==> config.mk <==
export PLATFORM = sky130hd
export DESIGN_NAME = wb_trace_buffer_flat
export DESIGN_NICKNAME = d
export VERILOG_FILES = /design/src/rtl/trace_pkg.sv /design/src/rtl/wb_trace_buffer_if.sv /design/src/rtl/trace_fifo.sv /design/src/rtl/wb_trace_buffer.sv /design/src/flat_wrapper.sv
export SDC_FILE = /design/constraint.sdc
export NUM_CORES = 1
export LEC_CHECK = 0
export ABC_AREA = 1
export BUFFER_PORTS_ARGS = -buffer_cell sky130_fd_sc_hd__buf_2
export CORE_AREA = 5 5 296 515
export CTS_CLUSTER_DIAMETER = 40
export DETAILED_ROUTE_END_ITERATION = 8
export DIE_AREA = 0 0 301 520
export SETUP_SLACK_MARGIN = 0.02
export SLEW_MARGIN = 20
export SYNTH_ARGS = -nofsm -noshare
export SYNTH_HDL_FRONTEND = slang
export SYNTH_SLANG_ARGS = --single-unit
==> constraint.sdc <==
create_clock -name clk -period 6.1 [get_ports clk]
set_input_delay 1.83 -clock clk [delete_from_list [all_inputs] [get_ports clk]]
set_output_delay 1.83 -clock clk [all_outputs]
set_load 0.005 [all_outputs]
==> src/rtl/trace_pkg.sv <==
// trace_pkg
// Shared definitions for the write-back trace buffer: FSM state encodings,
// the layout of one stored entry and helpers for sizing it.
// Entry layout, MSB to LSB: {stamp, load, dest[4:0], data[31:0]}.
package trace_pkg;

  typedef enum logic [1:0] {
    IDLE    = 2'd0,
    CAPTURE = 2'd1,
    FROZEN  = 2'd2
  } trace_state_e;

  // The stamp-independent part of an entry; the stamp is prepended on top.
  typedef struct packed {
    logic        load;
    logic [4:0]  dest;
    logic [31:0] data;
  } wb_rec_t;

  localparam int REC_W     = $bits(wb_rec_t);
  localparam int DATA_LSB  = 0;
  localparam int DEST_LSB  = 32;
  localparam int LOAD_BIT  = 37;
  localparam int STAMP_LSB = REC_W;

  function automatic int entry_width(input int stamp_w);
    return stamp_w + REC_W;
  endfunction

endpackage

==> src/rtl/wb_trace_buffer_if.sv <==
// wb_trace_buffer_if
// Reader-side valid/ready port of the trace buffer. The buffer drives the
// head entry (slave modport); the host reader drives rd_ready (master modport).
//   rd_valid  head entry present
//   rd_ready  reader accepts the head entry
//   rd_stamp  cycle stamp of the head entry
//   rd_load   load flag of the head entry
//   rd_dest   destination register of the head entry
//   rd_data   write-back value of the head entry
interface wb_trace_buffer_if #(parameter int STAMP_W = 16);
  logic               rd_valid;
  logic               rd_ready;
  logic [STAMP_W-1:0] rd_stamp;
  logic               rd_load;
  logic [4:0]         rd_dest;
  logic [31:0]        rd_data;

  modport slave  (output rd_valid, rd_stamp, rd_load, rd_dest, rd_data,
                  input  rd_ready);
  modport master (input  rd_valid, rd_stamp, rd_load, rd_dest, rd_data,
                  output rd_ready);
endinterface

==> src/rtl/trace_fifo.sv <==
// trace_fifo
// Synchronous show-ahead FIFO: dout always presents the oldest entry (zero
// when empty). A push into a full FIFO is accepted only if a pop happens in
// the same cycle; a pop on an empty FIFO is ignored.
//   clk, rst      clock, synchronous active-high reset
//   flush         synchronous empty (pointers and count to zero)
//   push, din     write request and entry
//   pop, dout     read request and head entry
//   full, empty   status
//   count         number of stored entries (0..DEPTH)
module trace_fifo #(
  parameter int DEPTH = 16,
  parameter int WIDTH = 54
) (
  input  logic                     clk,
  input  logic                     rst,
  input  logic                     flush,
  input  logic                     push,
  input  logic [WIDTH-1:0]         din,
  input  logic                     pop,
  output logic [WIDTH-1:0]         dout,
  output logic                     full,
  output logic                     empty,
  output logic [$clog2(DEPTH):0]   count
);
  localparam int AW = $clog2(DEPTH);

  logic [WIDTH-1:0] mem [DEPTH];
  logic [AW-1:0]    wr_ptr;
  logic [AW-1:0]    rd_ptr;
  logic [AW:0]      count_q;
  logic             do_push;
  logic             do_pop;

  assign empty   = (count_q == '0);
  assign full    = (count_q == (AW+1)'(DEPTH));
  assign do_pop  = pop && !empty;
  assign do_push = push && (!full || do_pop);
  assign count   = count_q;
  assign dout    = empty ? '0 : mem[rd_ptr];

  // Pointers and occupancy; DEPTH is a power of two so pointers wrap naturally.
  always_ff @(posedge clk) begin
    if (rst || flush) begin
      wr_ptr  <= '0;
      rd_ptr  <= '0;
      count_q <= '0;
    end else begin
      if (do_push) wr_ptr <= wr_ptr + AW'(1);
      if (do_pop)  rd_ptr <= rd_ptr + AW'(1);
      case ({do_push, do_pop})
        2'b10:   count_q <= count_q + (AW+1)'(1);
        2'b01:   count_q <= count_q - (AW+1)'(1);
        default: count_q <= count_q;
      endcase
    end
  end

  // Storage is not reset; dout is masked while empty instead.
  always_ff @(posedge clk) begin
    if (do_push && !rst && !flush) mem[wr_ptr] <= din;
  end

endmodule

==> src/rtl/wb_trace_buffer.sv <==
// wb_trace_buffer
// Captures W-stage register write-back events while armed, stamps them with
// a free-running cycle counter and queues them for a host reader.
//   clk, rst                       clock, synchronous active-high reset
//   wwreg, wm2reg, wdestReg, wbData W-stage write-back event
//   arm, freeze, clear              control pulses (clear > freeze > arm)
//   rd                              reader port (wb_trace_buffer_if.slave)
//   count                           stored entries
//   overflow                        sticky: an event was dropped while full
//   state                           FSM state (IDLE/CAPTURE/FROZEN)
// Build option: TRACE_SKIP_R0_EN drops events whose destination is $0.
module wb_trace_buffer
  import trace_pkg::*;
#(
  parameter int DEPTH   = 16,
  parameter int STAMP_W = 16
) (
  input  logic                   clk,
  input  logic                   rst,
  input  logic                   wwreg,
  input  logic                   wm2reg,
  input  logic [4:0]             wdestReg,
  input  logic [31:0]            wbData,
  input  logic                   arm,
  input  logic                   freeze,
  input  logic                   clear,
  wb_trace_buffer_if.slave       rd,
  output logic [$clog2(DEPTH):0] count,
  output logic                   overflow,
  output logic [1:0]             state
);
  localparam int EW = entry_width(STAMP_W);

  trace_state_e       state_q;
  trace_state_e       state_d;
  logic [STAMP_W-1:0] stamp_q;
  logic               keep_event;
  logic               capture;
  logic               pop;
  logic               fifo_full;
  logic               fifo_empty;
  wb_rec_t            wr_rec;
  wb_rec_t            rd_rec;
  logic [EW-1:0]      wr_entry;
  logic [EW-1:0]      rd_entry;

`ifdef TRACE_SKIP_R0_EN
  assign keep_event = (wdestReg != 5'd0);
`else
  assign keep_event = 1'b1;
`endif

  // The current state decides capture; a freeze pulse also blocks the event
  // arriving with it.
  assign capture = (state_q == CAPTURE) && wwreg && !freeze && keep_event;
  assign pop     = !fifo_empty && rd.rd_ready;

  assign wr_rec   = '{load: wm2reg, dest: wdestReg, data: wbData};
  assign wr_entry = {stamp_q, wr_rec};

  // FSM state register.
  always_ff @(posedge clk) begin
    if (rst) state_q <= IDLE;
    else     state_q <= state_d;
  end

  // Next state: clear beats freeze, freeze beats arm.
  always_comb begin
    state_d = state_q;
    if (clear) begin
      state_d = IDLE;
    end else if (freeze) begin
      if (state_q == CAPTURE) state_d = FROZEN;
    end else if (arm) begin
      if (state_q != CAPTURE) state_d = CAPTURE;
    end
  end

  // Free-running stamp; clear deliberately leaves it alone.
  always_ff @(posedge clk) begin
    if (rst) stamp_q <= '0;
    else     stamp_q <= stamp_q + STAMP_W'(1);
  end

  // Dropped only when full and the reader does not free a slot this cycle.
  always_ff @(posedge clk) begin
    if (rst || clear)                     overflow <= 1'b0;
    else if (capture && fifo_full && !pop) overflow <= 1'b1;
  end

  trace_fifo #(
    .DEPTH (DEPTH),
    .WIDTH (EW)
  ) u_fifo (
    .clk   (clk),
    .rst   (rst),
    .flush (clear),
    .push  (capture),
    .din   (wr_entry),
    .pop   (pop),
    .dout  (rd_entry),
    .full  (fifo_full),
    .empty (fifo_empty),
    .count (count)
  );

  assign rd_rec      = wb_rec_t'(rd_entry[REC_W-1:0]);
  assign rd.rd_valid = !fifo_empty;
  assign rd.rd_stamp = rd_entry[EW-1:STAMP_LSB];
  assign rd.rd_load  = rd_rec.load;
  assign rd.rd_dest  = rd_rec.dest;
  assign rd.rd_data  = rd_rec.data;
  assign state       = state_q;

endmodule
==> src/flat_wrapper.sv <==
// flat-port wrapper written by rule: the top's interface ports become plain ports
module wb_trace_buffer_flat import trace_pkg::*;
#(
  parameter int DEPTH   = 16,
  parameter int STAMP_W = 16
)
  (clk, rst, wwreg, wm2reg, wdestReg, wbData, arm, freeze, clear, count, overflow, state, rd_rd_valid, rd_rd_stamp, rd_rd_load, rd_rd_dest, rd_rd_data, rd_rd_ready);
  wb_trace_buffer_if #(.STAMP_W(STAMP_W)) rd_i ();
  input  logic clk;
  input  logic rst;
  input  logic wwreg;
  input  logic wm2reg;
  input  logic [4:0] wdestReg;
  input  logic [31:0] wbData;
  input  logic arm;
  input  logic freeze;
  input  logic clear;
  output logic [$clog2(DEPTH):0] count;
  output logic overflow;
  output logic [1:0] state;
  output wire logic [$bits(rd_i.rd_valid)-1:0] rd_rd_valid;
  output wire logic [$bits(rd_i.rd_stamp)-1:0] rd_rd_stamp;
  output wire logic [$bits(rd_i.rd_load)-1:0] rd_rd_load;
  output wire logic [$bits(rd_i.rd_dest)-1:0] rd_rd_dest;
  output wire logic [$bits(rd_i.rd_data)-1:0] rd_rd_data;
  input wire logic [$bits(rd_i.rd_ready)-1:0] rd_rd_ready;
  assign rd_rd_valid = rd_i.rd_valid;
  assign rd_rd_stamp = rd_i.rd_stamp;
  assign rd_rd_load = rd_i.rd_load;
  assign rd_rd_dest = rd_i.rd_dest;
  assign rd_rd_data = rd_i.rd_data;
  assign rd_i.rd_ready = rd_rd_ready;
  wb_trace_buffer #(.DEPTH(DEPTH), .STAMP_W(STAMP_W)) u_core (.clk(clk), .rst(rst), .wwreg(wwreg), .wm2reg(wm2reg), .wdestReg(wdestReg), .wbData(wbData), .arm(arm), .freeze(freeze), .clear(clear), .rd(rd_i), .count(count), .overflow(overflow), .state(state));
endmodule
==> flow_summary.toml <==
[clock_tree]
cts_tree = "built"
cts-htree-levels = 3
holdBufCountCts = 0
cts_root_buf = "clkbuf_16"
cts.sinks = 900
numCtsBuffers = 86
cts-resized-gates = 0
cts_setup_buffers = 0
cts_buffer_depth = 3
clk-insertion-delay-late_ns = 0.69
clk_transition_reported_paths_ns = 0.06

[global_routing]
grt_pass1_vias = 21700
grt_pass1_wl_um = 142000
grt_start_max_net_pins = 168
antenna_found_initial = 26
track_usage = 0.121
grt-ovfl-total = 0

[drt]
wirelength_um = 98500
drtAntennaViolNets = 0
vias = 22100
drc = 0
vias_per_cell = 4.73
wl_per_cell_um = 21.1
drt-initial-drc-count = 2086
drt-pass1-iter-count = 5

[floorplan]
coreArea_um2 = 148000
die-height_um = 520
num_io_pins = 108
initial_core_util = 0.238
fp.dieW_um = 301
num_rows = 187
dieArea_um2 = 157000

[outcome]
status = "finished, final reports clean"

[finish]
layout_common_cells = "864 x edfxtp_1, 458 x nor2_1, 410 x o21ai_0"
mostFrequentLayoutCell = "edfxtp_1"
drive_gt1_frac = 0.119
num-nets-final = 2664
syn_to_final_growth_pct = 16.3
fill_cells = 15000
stdcell_count = 4676

[logic_synthesis]
synthDominantCellAreaShare = 0.738
syn_inst = 2545
synth_edf_count = 864
yosys_warnings = 0
syn-cell-area_um2 = 35200
yosysUniqueCellTypes = 33
syn_avg_cell_area_um2 = 13.8
synthTopCellsByArea = "edfxtp_1 74%, o21ai_0 5.8%, nor2_1 5.1%"
synth_seq_cells = 900
synth_area_leader_cell = "edfxtp_1"
synth_ff_type = "edfxtp_1"
ys_async_sr_fraction = 0
syn_nets = 2598
synth-seq-area-share = 0.758

[power]
power_leakage_nw = 12.8
vdd_drop_max_mv = 0.232
pwr_density_cell_nw_per_um2 = 311
power_mw = 12.7

[place]
gp_congestion = 0.742
dp_cells = 4507
hpwl_um = 51200
pre_cts_ws_ns = 1.39
port_buffers = 107

[timing]
setup_viol = 0
max_slew_margin = 0.342
skew_ns = 0.0500
post-route-period-util = 0.909
worst_slack_ns = 0.556
finalCriticalPeriod_ns = 5.54
finalHoldViolations = 0
final.setup.tns_ns = 0
fmax_mhz = 180
worst_pin_slew_ns = 0.986
drv_slew = 0
grt_setup_unrepaired = "false"

[run]
max_cap_violations = 0

[critical_path]
cp_cell_sequence = "clkinv_8 -> buf_12 -> o21ai_0 -> o22ai_1 -> o211ai_1 -> a21oi_1 -> buf_2"
end_kind = "primary output"
cpPeakStageDelay_ns = 0.70
crit_fanout = 147
critPathSlowestCell = "dfxtp_4"
startpoint_type = "register"
cp.required_ns = 4.27
worstPathArrival_ns = 3.71
crit_type = "reg -> out"

[min_path]
hold_path_class = "reg -> reg"
## metrics by stage
step | hold slack [ns] | cell area (um2) | util
after CTS | 0.480 | 40900 | 0.276
after global routing | 0.500 | 40900 | 0.276
after floorplan | 0.460 | 35200 | -
after global placement | 0.464 | 38000 | 0.257
final | 0.472 | 40900 | 0.277
after detailed placement | 0.468 | 38000 | 0.257
## where the power goes
part / total [mW] / internal (mW) / switching, mW
sequential: 6.77 / 6.74 / 0.0215
combinational: 0.516 / 0.137 / 0.379
clock: 5.42 / 3.04 / 2.39
total: 12.7 / 9.92 / 2.79
## sequential cells by signal, indices dropped and copies added, names as in the netlist, named ones only
| signal | flops |
|---|---|
| u_core.u_fifo.mem | 864 |
| u_core.u_fifo.rd_ptr | 4 |
| u_core.stamp_q | 16 |
| u_core.u_fifo.count | 5 |
| u_core.state | 2 |
| u_core.overflow | 1 |
| u_core.u_fifo.wr_ptr | 4 |
## synth_stat cells, types with 3 or more instances
library cell and count:
inv_1 43, nor2_1 474, buf_2 34, a21oi_1 70, o221ai_1 156, buf_6 24
inv_2 4, buf_4 17, nand3_1 62, o21ai_0 410, o22ai_1 60, nor3b_1 3
o211ai_1 61, nand2_1 46, edfxtp_1 864, ha_1 8, clkbuf_1 106, o21ai_1 38
nor3_1 10, nand4_1 5, dfxtp_1 36
## worst paths after layout
check | slack, ns | depth (start not counted) | to | start
setup reg to reg | 3.36 | 10 | u_core.u_fifo.mem[14][23] | u_core.state[0]
hold / removal | 0.47 | 2 | u_core.overflow | u_core.overflow
hold reg to reg | 0.47 | 2 | u_core.overflow | u_core.overflow
setup / recovery | 0.56 | 7 | rd_rd_data[4] | register
## critical path: cells and delay by family, from the launching register on
family | cells | cell delay, ns
buffers and inverters | 3 | 1.19
AOI/OAI and AO/OA | 4 | 0.85
DFF | 1 | 0.70
## layout make-up
cell class	count	area, um2	area share
Sequential cell	900	26700	0.652
Multi-Input combinational cell	1414	7470	0.183
Tap cell	1984	2480	0.0607
Clock buffer	108	2310	0.0564
Timing Repair Buffer	161	1150	0.0282
Clock inverter	49	571	0.0140
Inverter	48	201	0.00493
Antenna cell	12	30.0	0.000734
## layer usage
metal | share of wire | GRT usage | up-vias
li1 | - | - | 9869
met5 | 0.00044 | 0 | -
met3 | 0.070 | 0.0244 | 188
met4 | 0.032 | 0.0426 | 8
met2 | 0.51 | 0.216 | 849
met1 | 0.39 | 0.144 | 11200
## logic make-up (layout without fill, tap and decap cells)
logic type | Yosys count | count (layout) | share of synthesized area
flops | 900 | 900 | 0.758
fa+ha+maj | 8 | 8 | 0.00285
compound gates | 799 | 799 | 0.137
other cells | 0 | 12 | 0
simple gates | 605 | 605 | 0.0684
buf+inv | 231 | 366 | 0.0330
xor+xnor | 2 | 2 | 0.000498
Note: power is estimated with default switching activity, not from simulation.
